### src/rtl/lsu_split_if.sv
// Bundle of LSU request/response handshake and data-memory bus signals.
// The slave modport is the LSU side; master is the requester/memory side.
interface lsu_split_if #(
  parameter int unsigned ADDR_W = 32
) ();
  logic              i_req_valid;
  logic              o_req_ready;
  logic [ADDR_W-1:0] i_addr;
  logic [3:0]        i_size;
  logic              i_signed;
  logic              i_is_store;
  logic [31:0]       i_wr_data;
  logic              o_rsp_valid;
  logic              i_rsp_ready;
  logic [31:0]       o_rd_data;
  logic              o_err;
  logic [ADDR_W-3:0] o_addr_to_dmem;
  logic [31:0]       o_wr_data_to_dmem;
  logic [31:0]       i_rd_data_from_dmem;
  logic [3:0]        o_mask_to_dmem;
  logic              o_mem_we;

  modport slave (
    input  i_req_valid, i_addr, i_size, i_signed, i_is_store, i_wr_data, i_rsp_ready,
           i_rd_data_from_dmem,
    output o_req_ready, o_rsp_valid, o_rd_data, o_err, o_addr_to_dmem, o_wr_data_to_dmem,
           o_mask_to_dmem, o_mem_we
  );

  modport master (
    output i_req_valid, i_addr, i_size, i_signed, i_is_store, i_wr_data, i_rsp_ready,
           i_rd_data_from_dmem,
    input  o_req_ready, o_rsp_valid, o_rd_data, o_err, o_addr_to_dmem, o_wr_data_to_dmem,
           o_mask_to_dmem, o_mem_we
  );
endinterface

### src/rtl/lsu_split.sv
// Load/store unit that splits word-crossing accesses into two word beats, merges and
// extends load data, and answers every request with one response.
module lsu_split #(
  parameter int unsigned ADDR_W      = 32,
  parameter bit          MISALIGN_EN = 1'b1
) (
  input  logic       i_clk,
  input  logic       i_rst,
  lsu_split_if.slave io_bus
);
  typedef enum logic [2:0] {StIdle, StAcc0, StAcc1, StWait, StResp} state_e;

  state_e            r_state, w_state_nxt;
  logic [ADDR_W-1:0] r_addr;
  logic [3:0]        r_size;
  logic              r_signed, r_store, r_err;
  logic [31:0]       r_wdata, r_word0, r_rd_data;

  logic              w_accept, w_done, w_req_err, w_split;
  logic [1:0]        w_off;
  logic [3:0]        w_base;
  logic [7:0]        w_m8;
  logic [63:0]       w_wsh;
  logic [31:0]       w_w0, w_w1, w_rsh, w_load;
  logic [ADDR_W-3:0] w_waddr;

  assign w_accept = (r_state == StIdle) && io_bus.i_req_valid;
  assign w_done   = (r_state == StResp) && io_bus.i_rsp_ready;
  assign w_off    = r_addr[1:0];
  assign w_waddr  = r_addr[ADDR_W-1:2];
  assign w_m8     = {4'b0000, w_base} << w_off;
  assign w_split  = (w_m8[7:4] != 4'b0000);
  assign w_wsh    = {32'h0, r_wdata} << {w_off, 3'b000};

  // For a single beat the word is still on the memory bus during WAIT.
  assign w_w0  = w_split ? r_word0 : io_bus.i_rd_data_from_dmem;
  assign w_w1  = w_split ? io_bus.i_rd_data_from_dmem : 32'h0;
  assign w_rsh = 32'({w_w1, w_w0} >> {w_off, 3'b000});

  always_comb begin
    w_base = 4'b0000;
    case (r_size)
      4'd1:    w_base = 4'b0001;
      4'd2:    w_base = 4'b0011;
      4'd4:    w_base = 4'b1111;
      default: w_base = 4'b0000;
    endcase
  end

  always_comb begin
    w_req_err = 1'b0;
    case (io_bus.i_size)
      4'd1:    w_req_err = 1'b0;
      4'd2:    w_req_err = !MISALIGN_EN && io_bus.i_addr[0];
      4'd4:    w_req_err = !MISALIGN_EN && (io_bus.i_addr[1:0] != 2'b00);
      default: w_req_err = 1'b1;
    endcase
  end

  always_comb begin
    w_load = w_rsh;
    case (r_size)
      4'd1:    w_load = {{24{r_signed & w_rsh[7]}}, w_rsh[7:0]};
      4'd2:    w_load = {{16{r_signed & w_rsh[15]}}, w_rsh[15:0]};
      default: w_load = w_rsh;
    endcase
  end

  always_ff @(posedge i_clk or posedge i_rst) begin
    if (i_rst) begin
      r_state <= StIdle;
    end else begin
      r_state <= w_state_nxt;
    end
  end

  always_comb begin
    w_state_nxt = r_state;
    case (r_state)
      StIdle: if (io_bus.i_req_valid) w_state_nxt = w_req_err ? StResp : StAcc0;
      StAcc0: w_state_nxt = w_split ? StAcc1 : StWait;
      StAcc1: w_state_nxt = StWait;
      StWait: w_state_nxt = StResp;
      StResp: if (io_bus.i_rsp_ready) w_state_nxt = StIdle;
      default: w_state_nxt = StIdle;
    endcase
  end

  always_comb begin
    io_bus.o_req_ready       = (r_state == StIdle);
    io_bus.o_rsp_valid       = (r_state == StResp);
    io_bus.o_addr_to_dmem    = '0;
    io_bus.o_mask_to_dmem    = 4'b0000;
    io_bus.o_wr_data_to_dmem = 32'h0;
    io_bus.o_mem_we          = 1'b0;
    case (r_state)
      StAcc0: begin
        io_bus.o_addr_to_dmem    = w_waddr;
        io_bus.o_mask_to_dmem    = w_m8[3:0];
        io_bus.o_wr_data_to_dmem = w_wsh[31:0];
        io_bus.o_mem_we          = r_store;
      end
      StAcc1: begin
        io_bus.o_addr_to_dmem    = w_waddr + (ADDR_W-2)'(1);
        io_bus.o_mask_to_dmem    = w_m8[7:4];
        io_bus.o_wr_data_to_dmem = w_wsh[63:32];
        io_bus.o_mem_we          = r_store;
      end
      default: ;
    endcase
  end

  assign io_bus.o_rd_data = r_rd_data;
  assign io_bus.o_err     = r_err;

  always_ff @(posedge i_clk or posedge i_rst) begin
    if (i_rst) begin
      r_addr    <= '0;
      r_size    <= 4'd0;
      r_signed  <= 1'b0;
      r_store   <= 1'b0;
      r_wdata   <= 32'h0;
      r_word0   <= 32'h0;
      r_rd_data <= 32'h0;
      r_err     <= 1'b0;
    end else begin
      if (w_accept) begin
        r_addr    <= io_bus.i_addr;
        r_size    <= io_bus.i_size;
        r_signed  <= io_bus.i_signed;
        r_store   <= io_bus.i_is_store;
        r_wdata   <= io_bus.i_wr_data;
        r_err     <= w_req_err;
        r_rd_data <= 32'h0;
      end
      if (r_state == StAcc1) r_word0 <= io_bus.i_rd_data_from_dmem;
      if (r_state == StWait) r_rd_data <= r_store ? 32'h0 : w_load;
      if (w_done) begin
        r_err     <= 1'b0;
        r_rd_data <= 32'h0;
      end
    end
  end
endmodule

### src/flat_wrapper.sv
// flat-port wrapper written by rule: the top's interface ports become plain ports
module lsu_split_flat 
#(
  parameter int unsigned ADDR_W      = 32,
  parameter bit          MISALIGN_EN = 1'b1
)
  (i_clk, i_rst, io_bus_i_req_valid, io_bus_i_addr, io_bus_i_size, io_bus_i_signed, io_bus_i_is_store, io_bus_i_wr_data, io_bus_i_rsp_ready, io_bus_i_rd_data_from_dmem, io_bus_o_req_ready, io_bus_o_rsp_valid, io_bus_o_rd_data, io_bus_o_err, io_bus_o_addr_to_dmem, io_bus_o_wr_data_to_dmem, io_bus_o_mask_to_dmem, io_bus_o_mem_we);
  lsu_split_if #(.ADDR_W(ADDR_W)) io_bus_i ();
  input  logic i_clk;
  input  logic i_rst;
  input wire logic [$bits(io_bus_i.i_req_valid)-1:0] io_bus_i_req_valid;
  input wire logic [$bits(io_bus_i.i_addr)-1:0] io_bus_i_addr;
  input wire logic [$bits(io_bus_i.i_size)-1:0] io_bus_i_size;
  input wire logic [$bits(io_bus_i.i_signed)-1:0] io_bus_i_signed;
  input wire logic [$bits(io_bus_i.i_is_store)-1:0] io_bus_i_is_store;
  input wire logic [$bits(io_bus_i.i_wr_data)-1:0] io_bus_i_wr_data;
  input wire logic [$bits(io_bus_i.i_rsp_ready)-1:0] io_bus_i_rsp_ready;
  input wire logic [$bits(io_bus_i.i_rd_data_from_dmem)-1:0] io_bus_i_rd_data_from_dmem;
  output wire logic [$bits(io_bus_i.o_req_ready)-1:0] io_bus_o_req_ready;
  output wire logic [$bits(io_bus_i.o_rsp_valid)-1:0] io_bus_o_rsp_valid;
  output wire logic [$bits(io_bus_i.o_rd_data)-1:0] io_bus_o_rd_data;
  output wire logic [$bits(io_bus_i.o_err)-1:0] io_bus_o_err;
  output wire logic [$bits(io_bus_i.o_addr_to_dmem)-1:0] io_bus_o_addr_to_dmem;
  output wire logic [$bits(io_bus_i.o_wr_data_to_dmem)-1:0] io_bus_o_wr_data_to_dmem;
  output wire logic [$bits(io_bus_i.o_mask_to_dmem)-1:0] io_bus_o_mask_to_dmem;
  output wire logic [$bits(io_bus_i.o_mem_we)-1:0] io_bus_o_mem_we;
  assign io_bus_i.i_req_valid = io_bus_i_req_valid;
  assign io_bus_i.i_addr = io_bus_i_addr;
  assign io_bus_i.i_size = io_bus_i_size;
  assign io_bus_i.i_signed = io_bus_i_signed;
  assign io_bus_i.i_is_store = io_bus_i_is_store;
  assign io_bus_i.i_wr_data = io_bus_i_wr_data;
  assign io_bus_i.i_rsp_ready = io_bus_i_rsp_ready;
  assign io_bus_i.i_rd_data_from_dmem = io_bus_i_rd_data_from_dmem;
  assign io_bus_o_req_ready = io_bus_i.o_req_ready;
  assign io_bus_o_rsp_valid = io_bus_i.o_rsp_valid;
  assign io_bus_o_rd_data = io_bus_i.o_rd_data;
  assign io_bus_o_err = io_bus_i.o_err;
  assign io_bus_o_addr_to_dmem = io_bus_i.o_addr_to_dmem;
  assign io_bus_o_wr_data_to_dmem = io_bus_i.o_wr_data_to_dmem;
  assign io_bus_o_mask_to_dmem = io_bus_i.o_mask_to_dmem;
  assign io_bus_o_mem_we = io_bus_i.o_mem_we;
  lsu_split #(.ADDR_W(ADDR_W), .MISALIGN_EN(MISALIGN_EN)) u_core (.i_clk(i_clk), .i_rst(i_rst), .io_bus(io_bus_i));
endmodule
### config.mk
export PLATFORM = sky130hd
export DESIGN_NAME = lsu_split_flat
export DESIGN_NICKNAME = d
export VERILOG_FILES = /design/src/rtl/lsu_split_if.sv /design/src/rtl/lsu_split.sv /design/src/flat_wrapper.sv
export SDC_FILE = /design/constraint.sdc
export NUM_CORES = 1
export LEC_CHECK = 0
export ABC_CLOCK_PERIOD_IN_PS = 6100
export BUFFER_PORTS_ARGS = -buffer_cell sky130_fd_sc_hd__buf_4
export CAP_MARGIN = 20
export CORE_MARGIN = 1.5
export CORE_UTILIZATION = 54
export CTS_CLUSTER_SIZE = 10
export DETAILED_ROUTE_END_ITERATION = 6
export MAX_ROUTING_LAYER = met4
export PLACE_DENSITY = 0.91
export REMOVE_ABC_BUFFERS = 1
export SLEW_MARGIN = 20
export SYNTH_ARGS = -nofsm -noshare
export SYNTH_HDL_FRONTEND = slang
export SYNTH_SLANG_ARGS = --single-unit
### constraint.sdc
create_clock -name i_clk -period 6.1 [get_ports i_clk]
set_clock_uncertainty 0.1 [all_clocks]
set_input_delay 1.525 -clock i_clk [delete_from_list [all_inputs] [get_ports i_clk]]
set_output_delay 1.525 -clock i_clk [all_outputs]
set_load 0.02 [all_outputs]
After elaboration in Yosys (flattened, before gate mapping). Index checks and enable logic that the tools add are counted. W data, S select, Z words.

Bits in registers: 138. Logic and storage cells: 56. Input port bits: 106. Output and inout port bits: 102.

Add/sub/neg operators: 1. Equality and inequality tests: 12. Bitwise operators: 2. Reduce and logical (&&, ||, !) cells: 9. Mux-type cells: 20. Shift-type cells: 3.

Operators with widths (count): $mux W32 (6); $pmux W32 S2 (2); $shl A32 B5 Y64 (1); $shr A64 B5 Y32 (1); $pmux W30 S2 (1); $add A30 B1 Y30 const B (1); $pmux W3 S5 (1); $pmux W4 S3 (1); $mux W3 (3); $eq A4 B1 Y1 const B (2); $eq A4 B2 Y1 const B (2); $eq A4 B3 Y1 const B (2); $pmux W4 S2 (1); $shl A4 B2 Y8 (1); $eq A3 B2 Y1 const B (2); $mux W1 (5); $ne A2 B2 Y1 const B (2); $reduce_bool A4 Y1 (1); $eq A3 B1 Y1 const B (1); $eq A3 B3 Y1 const B (1); $logic_not A3 Y1 (1); $reduce_bool A3 Y1 (1); $reduce_or A3 Y1 (1); $and A1 B1 Y1 (2); 4 further kinds (5).

Longest topological paths before layout. Gate-level depths: netlist of the first run.

Depth after elaboration: 11. Mapped depth: 9. Mapped depth without buffers: 7.

Least setup slack after synthesis of the first run. OpenSTA, ideal clock, no wires.

Kind: reg-to-output. Start point: register u_core.r_addr[0]. End point: output io_bus_o_wr_data_to_dmem[23]. Setup slack: 2.298 ns. Path buffers: 4. Data required time: 4.475 ns. Arrival: 2.177 ns. Cell stages (with the launch flop): 8. Path through: dfrtp_1 -> buf_2 -> buf_2 -> buf_1 -> buf_1 -> nor2_1 -> a22oi_1 -> o21ai_0.

Cells in the longest elaborated chain, start to end: 2.

RTL lines: from (decl) (RTL line lsu_split.sv:14) `logic [ADDR_W-1:0] r_addr;`; from (signal assigned) (RTL line lsu_split.sv:128) `r_addr <= io_bus.i_addr;`; $shl A32 B5 Y64 (RTL line lsu_split.sv:33) `assign w_wsh = {32'h0, r_wdata} << {w_off, 3'b000};`; $pmux W32 S2 (RTL line lsu_split.sv:96) `case (r_state)`; to (decl) (RTL line flat_wrapper.sv:24) `output wire logic [$bits(io_bus_i.o_wr_data_to_dmem)-1:0] io_bus_o_wr_data_to_dmem;`.

Every way passes these cells.

Worst setup path after layout of the first run.
Start point: register u_core.r_state[1]. End point: output io_bus_o_wr_data_to_dmem[6].

Cells in the longest elaborated chain, start to end: 2. Elaborated cells on any way between the ends: 3. Classes of those cells: eq/ne: 2; mux: 1.

RTL lines: from (decl) (RTL line lsu_split.sv:13) `state_e r_state, w_state_nxt;`; from (signal assigned) (RTL line lsu_split.sv:71) `r_state <= StIdle;`; from (signal assigned) (RTL line lsu_split.sv:73) `r_state <= w_state_nxt;`; $eq A3 B2 Y1 / $eq A3 B1 Y1 (equally long branches) (RTL line lsu_split.sv:96); $pmux W32 S2 * (RTL line lsu_split.sv:96).

Mark *: on every way between the ends. The rest lies on a longest branch, timed or not.

==> results of run 1 <==
## cell type report
type                    count  share of cell area, %
well taps                 188                  2.226
multi-input cells         729                  45.03
repair buffers            219                  15.56
clock buffers              22                  4.676
flip-flops and latches    130                  30.83
clock inverters            10                  1.373
inverters                   8                 0.3078
## power by group through the flow
stage	Sequential [mW]	Clock, mW	Combinational, mW
final	1.78	1.10	3.13
after global routing	1.83	1.15	3.36
after CTS	1.75	1.11	3.09
after detailed placement	1.76	0	3.07
after global placement	1.73	0	2.99
after floorplan	1.81	0	1.95
## worst paths after layout
check | startpoint | end | cells past startpoint
worst max-delay path | u_core.r_state[1] | io_bus_o_wr_data_to_dmem[6] | 7
max in group asynchronous | i_rst | u_core.r_state[2] | 3
min in group asynchronous | i_rst | u_core.r_addr[26] | 2
worst min register to register | u_core.io_bus.o_rd_data[21] | u_core.io_bus.o_rd_data[21] | 1
worst max register to register | u_core.r_addr[1] | u_core.io_bus.o_rd_data[24] | 7
worst min-delay path | u_core.io_bus.o_rd_data[21] | u_core.io_bus.o_rd_data[21] | 1
## kinds of logic (layout without fill, tap and decap cells)
| group | after synthesis | count (layout) | synth area share [%] |
|---|---|---|---|
| fa+ha+maj | 1 | 1 | 0.1502 |
| mux | 130 | 130 | 16.99 |
| flops | 130 | 130 | 39.06 |
| compound gates | 241 | 241 | 19.16 |
| simple gates | 355 | 355 | 20.30 |
| buf+inv | 84 | 259 | 4.132 |
| xor+xnor | 2 | 2 | 0.2104 |
## cells in the final DEF, fill, tap and decap left out, types with 6 or more instances in the layout
cell type / netlist / final
sky130_fd_sc_hd__buf_4: 1 / 219
sky130_fd_sc_hd__nand2_1: 199 / 198
sky130_fd_sc_hd__dfrtp_1: 130 / 128
sky130_fd_sc_hd__o21ai_0: 91 / 91
sky130_fd_sc_hd__mux2_2: 85 / 85
sky130_fd_sc_hd__mux2i_1: 39 / 39
sky130_fd_sc_hd__nor2_1: 36 / 36
sky130_fd_sc_hd__nand3_1: 30 / 30
sky130_fd_sc_hd__a21oi_1: 31 / 30
sky130_fd_sc_hd__and3_1: 22 / 22
sky130_fd_sc_hd__a32o_1: 17 / 17
sky130_fd_sc_hd__clkbuf_16: 0 / 17
sky130_fd_sc_hd__o22ai_1: 14 / 14
sky130_fd_sc_hd__a22o_1: 14 / 14
sky130_fd_sc_hd__or3_1: 11 / 11
sky130_fd_sc_hd__o221ai_1: 9 / 9
sky130_fd_sc_hd__a31oi_1: 8 / 8
sky130_fd_sc_hd__nor3b_1: 9 / 8
sky130_fd_sc_hd__a311oi_1: 8 / 8
sky130_fd_sc_hd__inv_1: 8 / 7
sky130_fd_sc_hd__nor3_1: 8 / 7
sky130_fd_sc_hd__o21ai_1: 7 / 7
sky130_fd_sc_hd__o32ai_1: 7 / 7
sky130_fd_sc_hd__a2bb2oi_1: 7 / 7
sky130_fd_sc_hd__o31ai_1: 6 / 6
sky130_fd_sc_hd__a22oi_1: 6 / 6
sky130_fd_sc_hd__mux2_1: 6 / 6
## through the flow
step	instances	total power, mW	hold slack, ns	cell area [µm²]	setup slack (ns)
after floorplan	867	3.756	0.3464	8014	-3.837
final	1306	6.010	0.3916	10570	1.363
after global routing	1306	6.340	0.3999	10570	1.269
after detailed placement	1274	4.831	0.3833	9925	1.896
after CTS	1306	5.952	0.3957	10560	1.450
after global placement	1274	4.718	0.3685	9925	2.071
## state kept, by name (all words and copies together) (netlist names)
register                 count
u_core.io_bus.o_rd_data     32
u_core.r_addr               32
u_core.r_wdata              32
u_core.r_word0              24
u_core.r_size                4
u_core.r_state               3
u_core.io_bus.o_err          1
u_core.r_signed              1
u_core.r_store               1
## Yosys cell counts (all sizes together) (10+ instances only)
| cell | count | area (µm²) |
|---|---|---|
| a21oi | 31 | 155.2 |
| a22o | 14 | 122.6 |
| a32o | 17 | 170.2 |
| and3 | 22 | 137.6 |
| buf | 18 | 96.35 |
| clkbuf | 58 | 217.7 |
| dfrtp | 130 | 3253 |
| mux2 | 91 | 1025 |
| mux2i | 39 | 390.4 |
| nand2 | 199 | 747.0 |
| nand3 | 30 | 150.1 |
| nor2 | 37 | 141.4 |
| o21ai | 98 | 490.5 |
| o221ai | 10 | 93.84 |
| o22ai | 14 | 87.58 |
| or3 | 11 | 68.82 |
## routing by layer
layer	share of wire (%)	GRT usage, %	vias up
met5	0	-	-
met4	3.0	15.44	0
met3	9.9	7.077	72
met2	48	53.48	579
met1	39	40.66	4036
li1	-	-	3773
## worst reg2reg max path: stages, from the launching register on
cell and delay (ns):
sky130_fd_sc_hd__dfrtp_2 0.39, sky130_fd_sc_hd__buf_4 0.33, sky130_fd_sc_hd__and3b_1 0.31, sky130_fd_sc_hd__nor2_2 0.51, sky130_fd_sc_hd__nor2_1 0.39, sky130_fd_sc_hd__a311oi_1 0.56
sky130_fd_sc_hd__o221ai_2 0.49, sky130_fd_sc_hd__a32o_1 0.39
==> out/qor.csv, run 1 <==
stage,metric,value,unit
status,status,completed,
timing,final-report hold violation count,0,
pwr,IR Drop Worst-Case VDD,0.0003426,V
floorplan,effective utilization at floorplan,54.99,%
setup_path,max incr delay on CP,0.81,ns
pwr,total power density per cell area,568.6,mW/mm²
timing,minimum clock period after layout,4.737,ns
setup_path,register-to-register setup slack,2.53,ns
yosys,number of synthesized flops with an enable pin,0,
placement,input/output buffers,207,
timing,highest achievable clock rate,0.2111,GHz
setup_path,highest-delay cell along the critical path,sky130_fd_sc_hd__nor2_1,
floorplan,num ports,208,
pwr,Sw Ratio,45.37,%
setup_path,buffer and inverter count on the worst path,2,
timing,Final Slew Violations,0,
clock_tree,number of buffers added to fix hold violations after cts,0,
setup_path,kind of cell adding the most delay to the critical path,simple AND/OR/NAND/NOR gates,
final_layout,post-route core utilization,69.78,%
final_layout,relative area change from synthesis to final layout,26.91,%
pwr,sequential power share,29.6,%
yosys,Synth Area per Inst,8.831,µm²
placement,GP Congestion,0.9733,
min_path,worst min-delay path class,register to register,
yosys,post-synthesis cell count,943,
floorplan,area of the core,0.01515,mm²
drt,count of antenna-violating nets left after detailed routing,0,
floorplan,number of standard-cell rows in the floorplan,45,
yosys,number of library cell types mapped by synthesis,63,
clock_tree,clk root buf,sky130_fd_sc_hd__clkbuf_16,
drt,number of DRC violations after detailed-routing iteration 0,882,
pwr,P_leak,4.900,nW
final_layout,final net count,1212,
drt,overall routed net length,26.38,mm
timing,transition time of the tightest slew-check pin,1.086,ns
clock_tree,number of H-tree branching levels,4,
setup_path,cell-by-cell listing of the critical path,nor3b_2 > buf_4 > nand2_1 > nor2_1 > nand2_1 > o21ai_0 > buf_4,
final_layout,count of inserted antenna diode cells,0,
pwr,Internal Pwr Total,3.283,mW
global_route,initial antenna violation count,0,
yosys,Post-Synthesis Cell Area,0.008328,mm²
clock_tree,Bufs on Longest Clock Path,2,
final_layout,total area of sequential cells,0.003258,mm²
floorplan,Die Ht,127.2,µm
pwr,clock network fraction of design power,18.3,%
yosys,sequential element share of the synthesized area,39.06,%
yosys,Post-synth top flop,sky130_fd_sc_hd__dfrtp_1,
setup_path,arrival time of data at the critical path endpoint,3.11,ns
clock_tree,TritonCTS clock tree,done,
drt,per-cell routed wire length,20.20,µm
timing,relative slew slack,27.44,%
clock_tree,post_cts resized,0,
placement,Detailed Place HPWL,17.53,mm
drt,total number of vias,8460,
yosys,Ys Warns,0,
yosys,post-synthesis register bit count,130,
setup_path,startpoint class of the critical path,register,
global_route,global router's overall resource usage,33.38,%
clock_tree,clock-pin transition on the worst setup and hold timing paths,0.06,ns
drt,per-cell via count in the routed design,6.478,
setup_path,critical path data required time,4.47,ns
run,number of max-cap violations,0,
timing,Final Setup Violations,0,
floorplan,horizontal extent of the die,127.2,µm
timing,unrepaired setup endpoints after global routing,no,
setup_path,category of the worst setup path capture point,output port,
setup_path,Critical Setup Path Class,register to output port,
drt,drc violations,0,
pwr,Switching Power,2.726,mW
clock_tree,clock latency reported for the late side of the worst-skew pair,0.43,ns
yosys,share of synthesized registers carrying an async set or reset,100.0,%
clock_tree,buffers inserted during post-CTS setup optimization,0,
timing,total negative setup slack,0,ns
global_route,vias in the first global route,7958,
final_layout,multi-input logic area,0.004760,mm²
final_layout,Filler cells,1124,
global_route,grt total ovfl,0,
global_route,maximum number of pins on one net before global-route repair,89,
clock_tree,number of sinks driven by the clock tree,130,
floorplan,area enclosed by the die boundary,0.01618,mm²
timing,share of the clock period used by the worst path after layout,77.66,%
global_route,first-pass GRT wire length,41.12,mm
drt,number of iterations in the first detailed-routing pass,7,
setup_path,maximum fanout along the worst path,26,
final_layout,proportion of layout cells with a drive suffix above 1,31.84,%
pwr,combinational share of power,52.1,%
clock_tree,TritonCTS Buffers,17,
Power figures use the tool's default switching activity.
==> run 2, diff against run 1 <==
Settings changed: ABC_CLOCK_PERIOD_IN_PS 6100 to 4450.
Clock period 6.1 ns to 4.45 ns, I/O delays scaled along.
==> out/qor.csv, run 2 (synthesized netlist as in run 1, its figures left out) <==
stage,metric,value,unit,change
global_route,first-pass GRT wire length,41.36,mm,was 41.12 mm
setup_path,startpoint class of the critical path,register,,unchanged
timing,relative slew slack,29.52,%,was 27.44%
status,status,completed,,unchanged
floorplan,area enclosed by the die boundary,0.01618,mm²,unchanged
setup_path,category of the worst setup path capture point,output port,,unchanged
setup_path,maximum fanout along the worst path,25,,was 26
setup_path,buffer and inverter count on the worst path,2,,unchanged
global_route,Global Route met3 Usage,7.035,%,was 7.077%
setup_path,start point of the critical path,u_core.r_addr[1],,was u_core.r_state[1]
floorplan,Die Ht,127.2,µm,unchanged
floorplan,effective utilization at floorplan,54.99,%,unchanged
drt,per-cell routed wire length,20.05,µm,was 20.20 µm
global_route,met1 routing resource usage after global routing,42.82,%,was 40.66%
min_path,source of the worst hold timing path,u_core.r_word0[15],,was u_core.io_bus.o_rd_data[21]
global_route,global-route layer with the greatest usage,met2,,unchanged
final_layout,count of inserted antenna diode cells,0,,unchanged
drt,per-cell via count in the routed design,6.509,,was 6.478
pwr,IR Drop Worst-Case VDD,0.0005685,V,was 0.0003426 V
clock_tree,clock-pin transition on the worst setup and hold timing paths,0.06,ns,about the same
global_route,global router's overall resource usage,33.51,%,was 33.38%
timing,transition time of the tightest slew-check pin,1.055,ns,was 1.086 ns
timing,hold_ws,0.3831,ns,was 0.3916 ns
setup_path,Crit path top cell by count,sky130_fd_sc_hd__nand2_1,,
drt,number of iterations in the first detailed-routing pass,6,,was 7
final_layout,final net count,1217,,was 1212
placement,Post-Place Setup Slack,0.8246,ns,was 1.896 ns
setup_path,Critical Setup Path Class,register to output port,,unchanged
clock_tree,buffers inserted during post-CTS setup optimization,0,,unchanged
drt,number of DRC violations after detailed-routing iteration 0,1153,,was 882
pwr,P_leak,4.940,nW,was 4.900 nW
placement,input/output buffers,207,,unchanged
final_layout,post-route core utilization,70.47,%,was 69.78%
floorplan,horizontal extent of the die,127.2,µm,unchanged
timing,total negative setup slack,0,ns,unchanged
clock_tree,clk root buf,sky130_fd_sc_hd__clkbuf_16,,unchanged
timing,highest achievable clock rate,0.2406,GHz,
clock_tree,number of buffers added to fix hold violations after cts,0,,unchanged
clock_tree,post_cts resized,0,,unchanged
clock_tree,clock latency reported for the late side of the worst-skew pair,0.43,ns,about the same
drt,count of antenna-violating nets left after detailed routing,0,,unchanged
drt,overall routed net length,26.29,mm,was 26.38 mm
final_layout,relative area change from synthesis to final layout,28.15,%,was 26.91%
pwr,total power density per cell area,789.1,mW/mm²,was 568.6 mW/mm²
timing,Final Slew Violations,0,,unchanged
setup_path,beginning of the worst register-to-register path,u_core.r_addr[0],,was u_core.r_addr[1]
final_layout,Filler cells,1116,,was 1124
global_route,vias in the first global route,7798,,was 7958
timing,minimum clock period after layout,4.156,ns,
min_path,worst min-delay path class,register to register,,unchanged
floorplan,num ports,208,,unchanged
clock_tree,Bufs on Longest Clock Path,2,,unchanged
placement,Detailed Place HPWL,17.11,mm,was 17.53 mm
global_route,initial antenna violation count,0,,unchanged
drt,total number of vias,8533,,was 8460
clock_tree,TritonCTS clock tree,done,,unchanged
global_route,maximum number of pins on one net before global-route repair,89,,unchanged
clock_tree,number of sinks driven by the clock tree,130,,unchanged
clock_tree,number of H-tree branching levels,4,,unchanged
final_layout,"most common cell after layout, fill and taps aside",sky130_fd_sc_hd__buf_4,,unchanged
clock_tree,TritonCTS Buffers,17,,unchanged
final_layout,proportion of layout cells with a drive suffix above 1,32.15,%,was 31.84%
timing,unrepaired setup endpoints after global routing,no,,unchanged
floorplan,area of the core,0.01515,mm²,unchanged
global_route,met2 Usage GRT,51.85,%,was 53.48%
final_layout,most used cells in the layout excluding fill and tap cells,"sky130_fd_sc_hd__buf_4 (223), sky130_fd_sc_hd__nand2_1 (198), sky130_fd_sc_hd__dfrtp_1 (128)",,"was sky130_fd_sc_hd__buf_4 (219), sky130_fd_sc_hd__nand2_1 (198), sky130_fd_sc_hd__dfrtp_1 (128)"
global_route,grt total ovfl,0,,unchanged
timing,share of the clock period used by the worst path after layout,93.40,%,
setup_path,critical path data required time,3.24,ns,was 4.47 ns
timing,least setup slack across all paths after layout,0.2938,ns,was 1.363 ns
setup_path,highest-delay cell along the critical path,sky130_fd_sc_hd__nor2_1,,unchanged
placement,GP Congestion,1.033,,was 0.9733
run,number of max-cap violations,0,,unchanged
timing,final-report hold violation count,0,,unchanged
setup_path,max incr delay on CP,0.70,ns,was 0.81 ns
drt,drc violations,0,,unchanged
setup_path,arrival time of data at the critical path endpoint,2.94,ns,was 3.11 ns
setup_path,cell-by-cell listing of the critical path,inv_1 > nand2_1 > nor2_1 > nand2_1 > o21ai_0 > buf_4,,was nor3b_2 > buf_4 > nand2_1 > nor2_1 > nand2_1 > o21ai_0 > buf_4
floorplan,number of standard-cell rows in the floorplan,45,,unchanged
timing,Final Setup Violations,0,,unchanged
setup_path,kind of cell adding the most delay to the critical path,simple AND/OR/NAND/NOR gates,,unchanged
[run 2: worst reg2reg max path: stages (launching register included)]
cell and delay [ns]:
sky130_fd_sc_hd__dfrtp_4 0.74, sky130_fd_sc_hd__buf_4 0.75, sky130_fd_sc_hd__nor2b_1 0.32, sky130_fd_sc_hd__o21ai_0 0.11
sky130_fd_sc_hd__o31a_1 0.15, sky130_fd_sc_hd__a41oi_2 0.31, sky130_fd_sc_hd__nor3_1 0.09, sky130_fd_sc_hd__buf_4 0.18
sky130_fd_sc_hd__or3_1 0.38
[run 2: metrics by stage]
step           cell area, µm²  std cells  power (mW)
2_1_floorplan            8014        867       5.149
3_3_place_gp             9975       1279       6.507
3_5_place_dp             9975       1279       6.624
4_1_cts                 10670       1311       8.340
5_1_grt                 10670       1311       8.871
6_report                10670       1311       8.421
[run 2: power by group]
part / internal (mW) / total, mW / leakage, nW / switching (mW)
Sequential: 1.75 / 2.46 / 1.61 / 0.710
Combinational: 1.82 / 4.29 / 3.00 / 2.47
Clock: 1.12 / 1.67 / 0.328 / 0.551
[run 2: path summary, 6_finish.rpt]
check                                               to  slack (ns)  depth (start not counted)
min reg2reg                         u_core.r_word0[15]        0.38                          2
min in group asynchronous            u_core.r_addr[18]        0.78                          2
max in group asynchronous  u_core.io_bus.o_rd_data[30]        2.58                          3
min                                 u_core.r_word0[15]        0.38                          2
max                        io_bus_o_wr_data_to_dmem[5]        0.29                          6
max reg2reg                u_core.io_bus.o_rd_data[10]        1.20                          8
[run 2: cell type report]
class,count,area [µm²],area share (%)
clock inverters,14,259.0,2.427
repair buffers,224,1694,15.87
well taps,188,235.2,2.204
inverters,8,32.53,0.3048
clock buffers,18,439.2,4.115
flip-flops and latches,130,3258,30.53
multi-input cells,729,4755,44.55
[run 2: layer usage]
| layer | routed length, µm | share of wire, % |
|---|---|---|
| met1 | 10070 | 38 |
| met2 | 12290 | 47 |
| met3 | 2971 | 11 |
| met4 | 963 | 3.7 |
| met5 | 0 | 0 |
